<file path="src/rtl/sokoban_pkg.sv">
// Shared types and screen geometry for the Sokoban board display path.
package sokoban_pkg;

    // Scheduler sequencing states
    typedef enum logic [2:0] {
        ST_IDLE,
        ST_FETCH,
        ST_WAIT_RD,
        ST_ISSUE,
        ST_BUSY,
        ST_NEXT
    } state_t;

    // What kind of redraw is in progress
    typedef enum logic {
        MODE_FULL,
        MODE_CELL
    } mode_t;

    localparam int SPRITE_W       = 3;
    localparam int SCREEN_X_W     = 8;
    localparam int SCREEN_Y_W     = 7;
    localparam int ROW_W          = 3;
    localparam int COL_W          = 4;
    localparam int TILE_SHIFT_DEF = 4;

endpackage

</file>
<file path="src/rtl/tile_coord.sv">
// Maps a board cell (row, col) to its board RAM address and the screen
// pixel position of the tile's top-left corner.
module tile_coord
    import sokoban_pkg::*;
#(
    parameter int COLS       = 10,
    parameter int ADDR_W     = 7,
    parameter int TILE_SHIFT = TILE_SHIFT_DEF,
    parameter int X_OFF      = 0,
    parameter int Y_OFF      = 0
) (
    input  logic [ROW_W-1:0]      row,
    input  logic [COL_W-1:0]      col,
    output logic [ADDR_W-1:0]     addr,
    output logic [SCREEN_X_W-1:0] px,
    output logic [SCREEN_Y_W-1:0] py
);

    // Row-major address; pixel positions wrap to the screen coordinate widths
    assign addr = ADDR_W'(int'(row) * COLS + int'(col));
    assign px   = SCREEN_X_W'(X_OFF + (int'(col) << TILE_SHIFT));
    assign py   = SCREEN_Y_W'(Y_OFF + (int'(row) << TILE_SHIFT));

endmodule

</file>
<file path="src/rtl/board_draw_scheduler.sv">
// Walks the board tile map and feeds one sprite draw per tile to the shared
// sprite_draw engine, arbitrating full-board and single-cell redraws.
module board_draw_scheduler
    import sokoban_pkg::*;
#(
    parameter int COLS       = 10,
    parameter int ROWS       = 7,
    parameter int ADDR_W     = 7,
    parameter int TILE_SHIFT = TILE_SHIFT_DEF,
    parameter int X_OFF      = 0,
    parameter int Y_OFF      = 0
) (
    input  logic                  clk,
    input  logic                  reset,
    input  logic                  full_start,
    input  logic                  cell_req,
    input  logic [ROW_W-1:0]      cell_row,
    input  logic [COL_W-1:0]      cell_col,
    output logic                  cell_ack,
    output logic [ADDR_W-1:0]     mem_rd_addr,
    input  logic [SPRITE_W-1:0]   mem_rd_data,
    output logic                  draw_start,
    output logic [SCREEN_X_W-1:0] draw_x,
    output logic [SCREEN_Y_W-1:0] draw_y,
    output logic [SPRITE_W-1:0]   draw_sprite,
    input  logic                  draw_done,
    output logic                  busy,
    output logic                  frame_done
);

    state_t                  state;
    mode_t                   mode;
    logic                    full_pending;
    logic [ROW_W-1:0]        row;
    logic [COL_W-1:0]        col;
    logic [ADDR_W-1:0]       tile_addr;
    logic [SCREEN_X_W-1:0]   tile_x;
    logic [SCREEN_Y_W-1:0]   tile_y;
    logic                    last_col;
    logic                    last_tile;
    logic                    cell_in_range;

    tile_coord #(
        .COLS       (COLS),
        .ADDR_W     (ADDR_W),
        .TILE_SHIFT (TILE_SHIFT),
        .X_OFF      (X_OFF),
        .Y_OFF      (Y_OFF)
    ) u_tile_coord (
        .row  (row),
        .col  (col),
        .addr (tile_addr),
        .px   (tile_x),
        .py   (tile_y)
    );

    // The address follows the row/col registers, which are loaded on entry
    // to FETCH, so the RAM sees it for the whole FETCH cycle and its data is
    // ready to capture in WAIT_RD.
    assign mem_rd_addr   = tile_addr;
    assign busy          = (state != ST_IDLE);
    assign last_col      = (col == COL_W'(COLS - 1));
    assign last_tile     = last_col && (row == ROW_W'(ROWS - 1));
    assign cell_in_range = (int'(cell_row) < ROWS) && (int'(cell_col) < COLS);

    // Main sequencer: arbitration, tile walk and registered handshake pulses
    always_ff @(posedge clk or posedge reset) begin
        if (reset) begin
            state        <= ST_IDLE;
            mode         <= MODE_FULL;
            full_pending <= 1'b0;
            row          <= '0;
            col          <= '0;
            draw_start   <= 1'b0;
            draw_x       <= '0;
            draw_y       <= '0;
            draw_sprite  <= '0;
            cell_ack     <= 1'b0;
            frame_done   <= 1'b0;
        end else begin
            draw_start <= 1'b0;
            cell_ack   <= 1'b0;
            frame_done <= 1'b0;

            if (full_start && state != ST_IDLE) begin
                full_pending <= 1'b1;
            end

            case (state)
                ST_IDLE: begin
                    if (full_pending || full_start) begin
                        full_pending <= 1'b0;
                        mode         <= MODE_FULL;
                        row          <= '0;
                        col          <= '0;
                        state        <= ST_FETCH;
                    end else if (cell_req && !cell_ack) begin
                        // Skip the cycle an ack is showing so a held request is not served twice
                        if (cell_in_range) begin
                            row   <= cell_row;
                            col   <= cell_col;
                            mode  <= MODE_CELL;
                            state <= ST_FETCH;
                        end else begin
                            cell_ack <= 1'b1;
                        end
                    end
                end
                ST_FETCH: begin
                    state <= ST_WAIT_RD;
                end
                ST_WAIT_RD: begin
                    draw_sprite <= mem_rd_data;
                    draw_x      <= tile_x;
                    draw_y      <= tile_y;
                    draw_start  <= 1'b1;
                    state       <= ST_ISSUE;
                end
                ST_ISSUE: begin
                    state <= ST_BUSY;
                end
                ST_BUSY: begin
                    if (draw_done) begin
                        state <= ST_NEXT;
                        if (mode == MODE_CELL) begin
                            cell_ack <= 1'b1;
                        end else if (last_tile) begin
                            frame_done <= 1'b1;
                        end
                    end
                end
                ST_NEXT: begin
                    if (mode == MODE_CELL || last_tile) begin
                        state <= ST_IDLE;
                    end else begin
                        if (last_col) begin
                            col <= '0;
                            row <= row + 1'b1;
                        end else begin
                            col <= col + 1'b1;
                        end
                        state <= ST_FETCH;
                    end
                end
                default: begin
                    state <= ST_IDLE;
                end
            endcase
        end
    end

endmodule

</file>
<file path="config.mk">
export PLATFORM = sky130hd
export DESIGN_NAME = board_draw_scheduler
export DESIGN_NICKNAME = d
export VERILOG_FILES = /design/src/rtl/sokoban_pkg.sv /design/src/rtl/tile_coord.sv /design/src/rtl/board_draw_scheduler.sv
export SDC_FILE = /design/constraint.sdc
export NUM_CORES = 1
export LEC_CHECK = 0
export BUFFER_PORTS_ARGS = -buffer_cell sky130_fd_sc_hd__buf_4
export CORE_MARGIN = 1.5
export CORE_UTILIZATION = 46
export CTS_CLUSTER_SIZE = 25
export DETAILED_ROUTE_END_ITERATION = 10
export GPL_TIMING_DRIVEN = 0
export HOLD_SLACK_MARGIN = 0.02
export PLACE_DENSITY_LB_ADDON = 0.12
export REMOVE_ABC_BUFFERS = 1
export SYNTH_ARGS = -nofsm -noshare
export SYNTH_HDL_FRONTEND = slang
export SYNTH_SLANG_ARGS = --single-unit
</file>
<file path="constraint.sdc">
create_clock -name clk -period 1.7 [get_ports clk]
set_input_delay 0.085 -clock clk [delete_from_list [all_inputs] [get_ports clk]]
set_output_delay 0.085 -clock clk [all_outputs]
set_load 0.05 [all_outputs]
</file>
## Word-level counts from Yosys, hierarchy flattened

Cells that the tools add are included.

| storage, ports and cells | value |
|---|---|
| register bits | 25 |
| input port bits | 15 |
| output and inout port bits | 29 |
| logic and storage cells | 80 |

| operators by class | value |
|---|---|
| $add $sub $neg | 3 |
| $mul | 1 |
| order comparisons | 2 |
| equality and inequality tests | 12 |
| multiplexer cells | 35 |
| reductions and logical operators | 16 |

Operators with widths:

| operator | count |
|---|---|
| $mux 3 | 9 |
| $mux 4 | 5 |
| $pmux 3 s6 | 1 |
| $mux 1 | 17 |
| $eq 3x3->1 const B | 3 |
| $pmux 4 s2 | 1 |
| $add 7x5->7 | 1 |
| $eq 3x2->1 const B | 2 |
| $mul 3x3->6 const B | 1 |
| $ne 2x2->1 const B | 3 |
| $ne 3x3->1 const B | 2 |
| $pmux 3 s2 | 1 |
| $reduce_and 3->1 | 2 |
| $reduce_bool 2->1 | 3 |
| $reduce_and 5->1 | 1 |
| $add 4x1->4 const B | 1 |
| $eq 4x4->1 const B | 1 |
| $logic_and 1x1->1 | 4 |
| $lt 4x4->1 const B | 1 |
| $reduce_and 4->1 | 1 |
| $add 3x1->3 const B | 1 |
| $eq 3x1->1 const B | 1 |
| $logic_not 3->1 | 1 |
| $lt 3x3->1 const B | 1 |
| 4 further kinds | 5 |

## Longest topological paths before layout

Gate-level depths: netlist of run 1.

| logic depth | value |
|---|---|
| word-level depth | 6 |
| mapped depth | 6 |
| depth with buffers taken out | 6 |

## Hierarchy

Synthesis of run 1 repeated with hierarchy kept, for this count alone.

| second synthesis, totals | value |
|---|---|
| cells, all modules | 168 |
| area, all modules | 1905.6 µm² |

Modules (own cells, without submodules):

| module | instances | cells an instance | area an instance (µm²) | seq. area each (µm²) |
|---|---|---|---|---|
| board_draw_scheduler | 1 | 132 | 1597.8 | 825.8 |
| tile_coord | 1 | 36 | 307.8 | 0.0 |

## Worst setup path before layout of run 1

OpenSTA, ideal clock, no wires.

| timing | value |
|---|---|
| path kind | register to output |
| from | register row[0] |
| to | output mem_rd_addr[5] |
| data arrival time | 2.070 ns |
| required time | 1.615 ns |
| path slack | -0.455 ns |
| stages on the path, launching flop included | 6 |
| path buffers | 0 |
| cells stage by stage | dfrtp_1 ha_1 ha_1 nor2b_1 o21ai_0 xnor2_1 |

| on the way | value |
|---|---|
| cells in the longest elaborated chain, start to end | 2 |

Ends and longest elaborated chain:

| item | line | source |
|---|---|---|
| start: declaration | board_draw_scheduler.sv:34 | `logic [ROW_W-1:0] row;` |
| start signal: assignment | board_draw_scheduler.sv:100 | `row <= cell_row;` |
| start signal: assignment | board_draw_scheduler.sv:138 | `row <= row + 1'b1;` |
| $mul 3x3->6 | tile_coord.sv:20 | `assign addr = ADDR_W'(int'(row) * COLS + int'(col));` |
| $add 7x5->7 | tile_coord.sv:20 |  |
| end: declaration | board_draw_scheduler.sv:20 | `output logic [ADDR_W-1:0] mem_rd_addr,` |

No other way between the ends.

## Worst setup path in the final report of run 1

| timing | value |
|---|---|
| from | register row[2] |
| to | output mem_rd_addr[5] |

Same word-level chain as after synthesis.

==> metrics.yaml, run 1 <==
final_cell_area_um2: 2090
cts.sinks: 25
yosysMostFrequentCell: "dfrtp_1"
async_flop_share_pct: 100
outcome: "complete, but fails checks"
grt_pass1_vias: 1178
die_w_um: 60.3
max_freq_mhz: 494
skew_ns: 0.0121
period_needed_ns: 2.03
synth-edff-count: 0
antenna_left: 0
maxSlewViolCount: 0
reg2reg_slack_ns: 0.01
syn2layout_area_growth_pct: 38.5
rows: 20
irDropWorstVdd_mv: 0.983
antenna_found_initial: 0
routed_via_density: 5.34
synth.largest_area_cell: "dfrtp_1"
dr.pass1.iters: 4
place_congestion: 0.746
placed_area_um2: 1750
finalSetupViolations: 5
path_clk_slew_ns: 0.13
grt_remaining_overflow: 0
cts_tree: "built"
synth_top_cell_area_share_pct: 41.4
ys_warn_count: 0
crit_required_ns: 1.62
htreeDepth: 1
crit_fanout: 3
io_pins: 44
drt_iter0_markers: 56
synthCells: 145
hpwl_um: 2330
r2r_cells: 5
ys_types: 49
vias: 1282
violations: "setup timing"
coreArea_um2: 3080
fillers: 239
timing_hold_violations_final: 0
cts_buffers: 3
synth_common_cells: "dfrtp_1, mux2_2, buf_4, inv_1"
fin_hold_ws_ns: 0.0611
total_leakage_power_uw: 0.000932
p_per_area_nw_per_um2: 1910
grt_first_pass_wirelength_um: 5340
ys_seq_elements: 25
drive_gt1_share_pct: 49.5
fin_crit_sh_pct: 119
path_class: "register to output port"
routed_wirelength_um: 3450
die_h_um: 60.3
wl_per_cell_um: 14.4
diodes: 0
tightest_slew_ns: 0.935
ctsLongestPathBuffers: 2
grt_util_all_layers_pct: 19.9
clk_latency_ns: 0.32
critPathCaptureType: "output port"
synth_ff_type: "dfrtp_1"
netlist_area_um2: 1510
die-area_um2: 3640
drc: 0
synth_seq_area_share_pct: 41.4
start_util_pct: 49.1
fin_ws_ns: -0.326
critPathLaunchType: "register"
slew_headroom_pct: 37.6
nets: 221
rsz0062_at_grt: "true"
synth.area.top_cells: "dfrtp_1, mux2_2, ha_1"
portBuffers: 35
syn_avg_cell_area_um2: 10.4
grt_max_degree: 26
maxCapViolCount: 0
min_path_type: "input port to register"
cts-root-buf: "clkbuf_4"
cp.arrival_ns: 1.94
hold_depth: 3
## repair_timing
item,CTS,global route
hold buffers,4,0
pin swaps,6,5
endpoints found under the setup margin,21,12
buffers inserted,9,7
hold endpoints to repair,28,0
resized for setup,23,15
## cell usage in the layout (no fill, tap or decap), drive strengths merged, types with 3 or more instances in the layout
master | netlist | routed
a31oi | 7 | 7
mux2 | 10 | 10
dlygate4sd3 | 0 | 4
inv | 9 | 9
clkbuf | 2 | 4
o21ai | 3 | 3
xnor2 | 4 | 4
o221ai | 3 | 3
a21oi | 5 | 5
nor2 | 6 | 6
dfrtp | 25 | 25
nand3 | 7 | 7
ha | 8 | 8
buf | 12 | 50
conb | 1 | 8
nand2 | 8 | 8
## flip-flops by register name (all words and copies together), names as in the netlist
name          cells
state             3
frame_done        1
draw_x            4
row               3
cell_ack          1
col               4
draw_sprite       3
draw_y            3
full_pending      1
draw_start        1
mode              1
## per-stage QoR
stage	setup TNS [ns]	total power, uW	util [%]	worst slack, ns	instances
2_1_floorplan	-3.42	2680	-	-0.455	138
3_3_place_gp	-5.95	3230	56.8	-0.485	217
3_5_place_dp	-6.89	3290	56.8	-0.543	217
4_1_cts	-0.968	3830	64.6	-0.307	234
5_1_grt	-1.47	4260	68.0	-0.400	240
6_report	-0.935	4000	68.0	-0.326	240
## worst paths after layout
kind	endpoint	start
min in group asynchronous	draw_x[4]	reset
max	mem_rd_addr[5]	row[2]
min	frame_done	draw_done
min reg2reg	frame_done	mode
max reg2reg	row[0]	col[2]
max in group asynchronous	row[0]	reset
## layer usage
metal / global-route usage [%] / part of all wire (%)
met3: 1.95 / 4.0
met5: 0 / 0
met1: 27.5 / 44
met2: 32.8 / 50
met4: 6.67 / 1.5
## cell type report
| class | count | area [um^2] | area share [%] |
|---|---|---|---|
| multi-input cells | 104 | 897 | 42.9 |
| flip-flops and latches | 25 | 638 | 30.5 |
| repair buffers | 54 | 443 | 21.2 |
| well taps | 44 | 55.1 | 2.63 |
| inverters | 9 | 33.8 | 1.61 |
| clock buffers | 4 | 26.3 | 1.26 |
## logic make-up (layout without fill, tap and decap cells)
family	count (synthesis)	after routing	share of synthesized area, %
DFF	25	25	41.4
xor gates and xnor gates	6	6	3.48
and+or+nand+nor	38	38	14.7
AOI/OAI and AO/OA	32	32	14.9
buffers and inverters	23	67	9.27
other	1	8	0.248
adders and majority gates	9	9	7.95
muxes	11	11	8.11
## report_power, final
part | switching, uW | internal (uW) | total, uW
registers | 258 | 840 | 1100
logic | 1580 | 1060 | 2640
clock network | 170 | 91.8 | 262
total | 2010 | 1990 | 4000
## critical path: stages, from the launching register on
cell	delay (ns)
dfrtp_2	0.46
ha_4	0.25
ha_4	0.28
nor2b_1	0.13
o21ai_1	0.08
xnor2_1	0.20
buf_4	0.23
Power figures use the tool's default switching activity.
==> run 2: changes to the inputs <==
--- a/config.mk
+++ b/config.mk
@@ -14,6 +14,7 @@
 export HOLD_SLACK_MARGIN = 0.02
 export PLACE_DENSITY_LB_ADDON = 0.12
 export REMOVE_ABC_BUFFERS = 1
+export SKIP_LAST_GASP = 1
 export SYNTH_ARGS = -nofsm -noshare
 export SYNTH_HDL_FRONTEND = slang
 export SYNTH_SLANG_ARGS = --single-unit
==> metrics.yaml, run 2 (same netlist as run 1, synthesis figures left out) <==
outcome: "complete, but fails checks"
violations: "setup timing"
htreeDepth: 1  # unchanged
wl_per_cell_um: 14.1  # -2.1%
grt_max_degree: 26  # unchanged
rows: 20  # unchanged
cp-startpoint: "row[2]"
r2r_start: "col[2]"
routed_via_density: 5.23  # -2.2%
maxSlewViolCount: 0  # unchanged
grt_util_all_layers_pct: 19.9  # unchanged
cp.arrival_ns: 1.94  # about the same
total_power_uw: 3970  # -0.73%
hp-start: "draw_done"
grt_first_pass_wirelength_um: 5340  # unchanged
cts_tree: "built"
slew_headroom_pct: 37.5  # -0.078 points
path_class: "register to output port"
maxCapViolCount: 0  # unchanged
die-area_um2: 3640  # unchanged
grt_pass1_vias: 1178  # unchanged
mostFrequentLayoutCells: "buf_4, dfrtp_1, mux2_2, dfrtp_2"
cts-root-buf: "clkbuf_4"
hpwl_um: 2330  # unchanged
fin_crit_sh_pct: 119  # -0.26 points
period_needed_ns: 2.02  # -0.00445 ns
cts_buffers: 3  # unchanged
max_freq_mhz: 495  # +0.22%
place_congestion: 0.746  # unchanged
dp_slack_ns: -0.543  # unchanged
skew_ns: 0.0156  # +0.00342 ns
drive_gt1_share_pct: 48.5  # -1.0 points
routed_wirelength_um: 3380  # -2.1%
dr.pass1.iters: 4  # unchanged
nets: 221  # unchanged
postLayoutCoreUtil_pct: 67.6  # -0.41 points
antenna_found_initial: 0  # unchanged
total_leakage_power_uw: 0.000930  # -0.14%
antenna_left: 0  # unchanged
crit_fanout: 3  # unchanged
final_common_cell: "buf_4"
finalSetupViolations: 5  # unchanged
min_path_type: "input port to register"
rsz0062_at_grt: "true"
drc: 0  # unchanged
critPathCaptureType: "output port"
path_clk_slew_ns: 0.14  # about the same
die_w_um: 60.3  # unchanged
biggestRegsByFlops: "col x4, draw_x x4"
io_pins: 44  # unchanged
tightest_slew_ns: 0.936  # +0.00117 ns
start_util_pct: 49.1  # unchanged
cts.sinks: 25  # unchanged
vias: 1254  # -2.2%
ctsLongestPathBuffers: 2  # unchanged
p_per_area_nw_per_um2: 1910  # -0.13%
syn2layout_area_growth_pct: 37.7
diodes: 0  # unchanged
crit_required_ns: 1.62  # about the same
coreArea_um2: 3080  # unchanged
setup_tns_ns: -0.887  # +0.0482 ns
drt_iter0_markers: 60  # +7.1%
fin_ws_ns: -0.321  # +0.00445 ns
clk_latency_ns: 0.32  # about the same
critPathLaunchType: "register"
timing_hold_violations_final: 0  # unchanged
grt_remaining_overflow: 0  # unchanged
irDropWorstVdd_mv: 0.977  # -0.61%
fillers: 246  # +2.9%
die_h_um: 60.3  # unchanged
portBuffers: 35  # unchanged
[run 2: cell type report]
class	instances	area, um^2	area share, %
multi-input cells	104	885	42.5
flip-flops and latches	25	638	30.7
clock buffers	4	26.3	1.26
repair buffers	54	443	21.3
inverters	9	33.8	1.62
well taps	44	55.1	2.65
[run 2: final timing paths]
check | to | slack, ns | cells past startpoint
min in group asynchronous | draw_x[4] | 0.52 | 3
max in group asynchronous | row[0] | 0.53 | 3
worst max-delay path | mem_rd_addr[5] | -0.32 | 6
worst max register to register | row[0] | 0.01 | 5
worst min register to register | frame_done | 0.52 | 1
worst min-delay path | frame_done | 0.06 | 3
[run 2: critical path: stages (launching register included)]
cell	delay (ns)
dfrtp_2	0.46
ha_4	0.25
ha_4	0.28
nor2b_1	0.13
o21ai_1	0.08
xnor2_1	0.20
buf_4	0.23
[run 2: power by group]
| part | internal [uW] | switching [uW] |
|---|---|---|
| Sequential | 840 | 257 |
| Combinational | 1050 | 1560 |
| Clock | 91.6 | 165 |
| Total | 1980 | 1990 |
[run 2: layer usage]
metal	vias to the layer above	GRT usage, %	share of wire [%]
met5	-	0	0
met4	0	6.67	1.2
met3	4	1.95	3.8
met2	43	32.8	50
met1	597	27.5	45
li1	610	-	-
[run 2: per-stage QoR]
step | hold slack (ns) | area, um^2 | cells
floorplan | 0.112 | 1430 | 138
global placement | 0.318 | 1750 | 217
detailed placement | 0.324 | 1750 | 217
CTS | 0.0497 | 1990 | 234
global route | 0.0716 | 2080 | 240
finish | 0.0569 | 2080 | 240
[run 2: what timing repair did]
action / CTS / global route
hold buffers: 4 / 0
pin swaps: 6 / 5
resized for setup: 23 / 12
endpoints found under the hold margin: 28 / 0
endpoints found under the setup margin: 21 / 12
setup buffers: 9 / 7
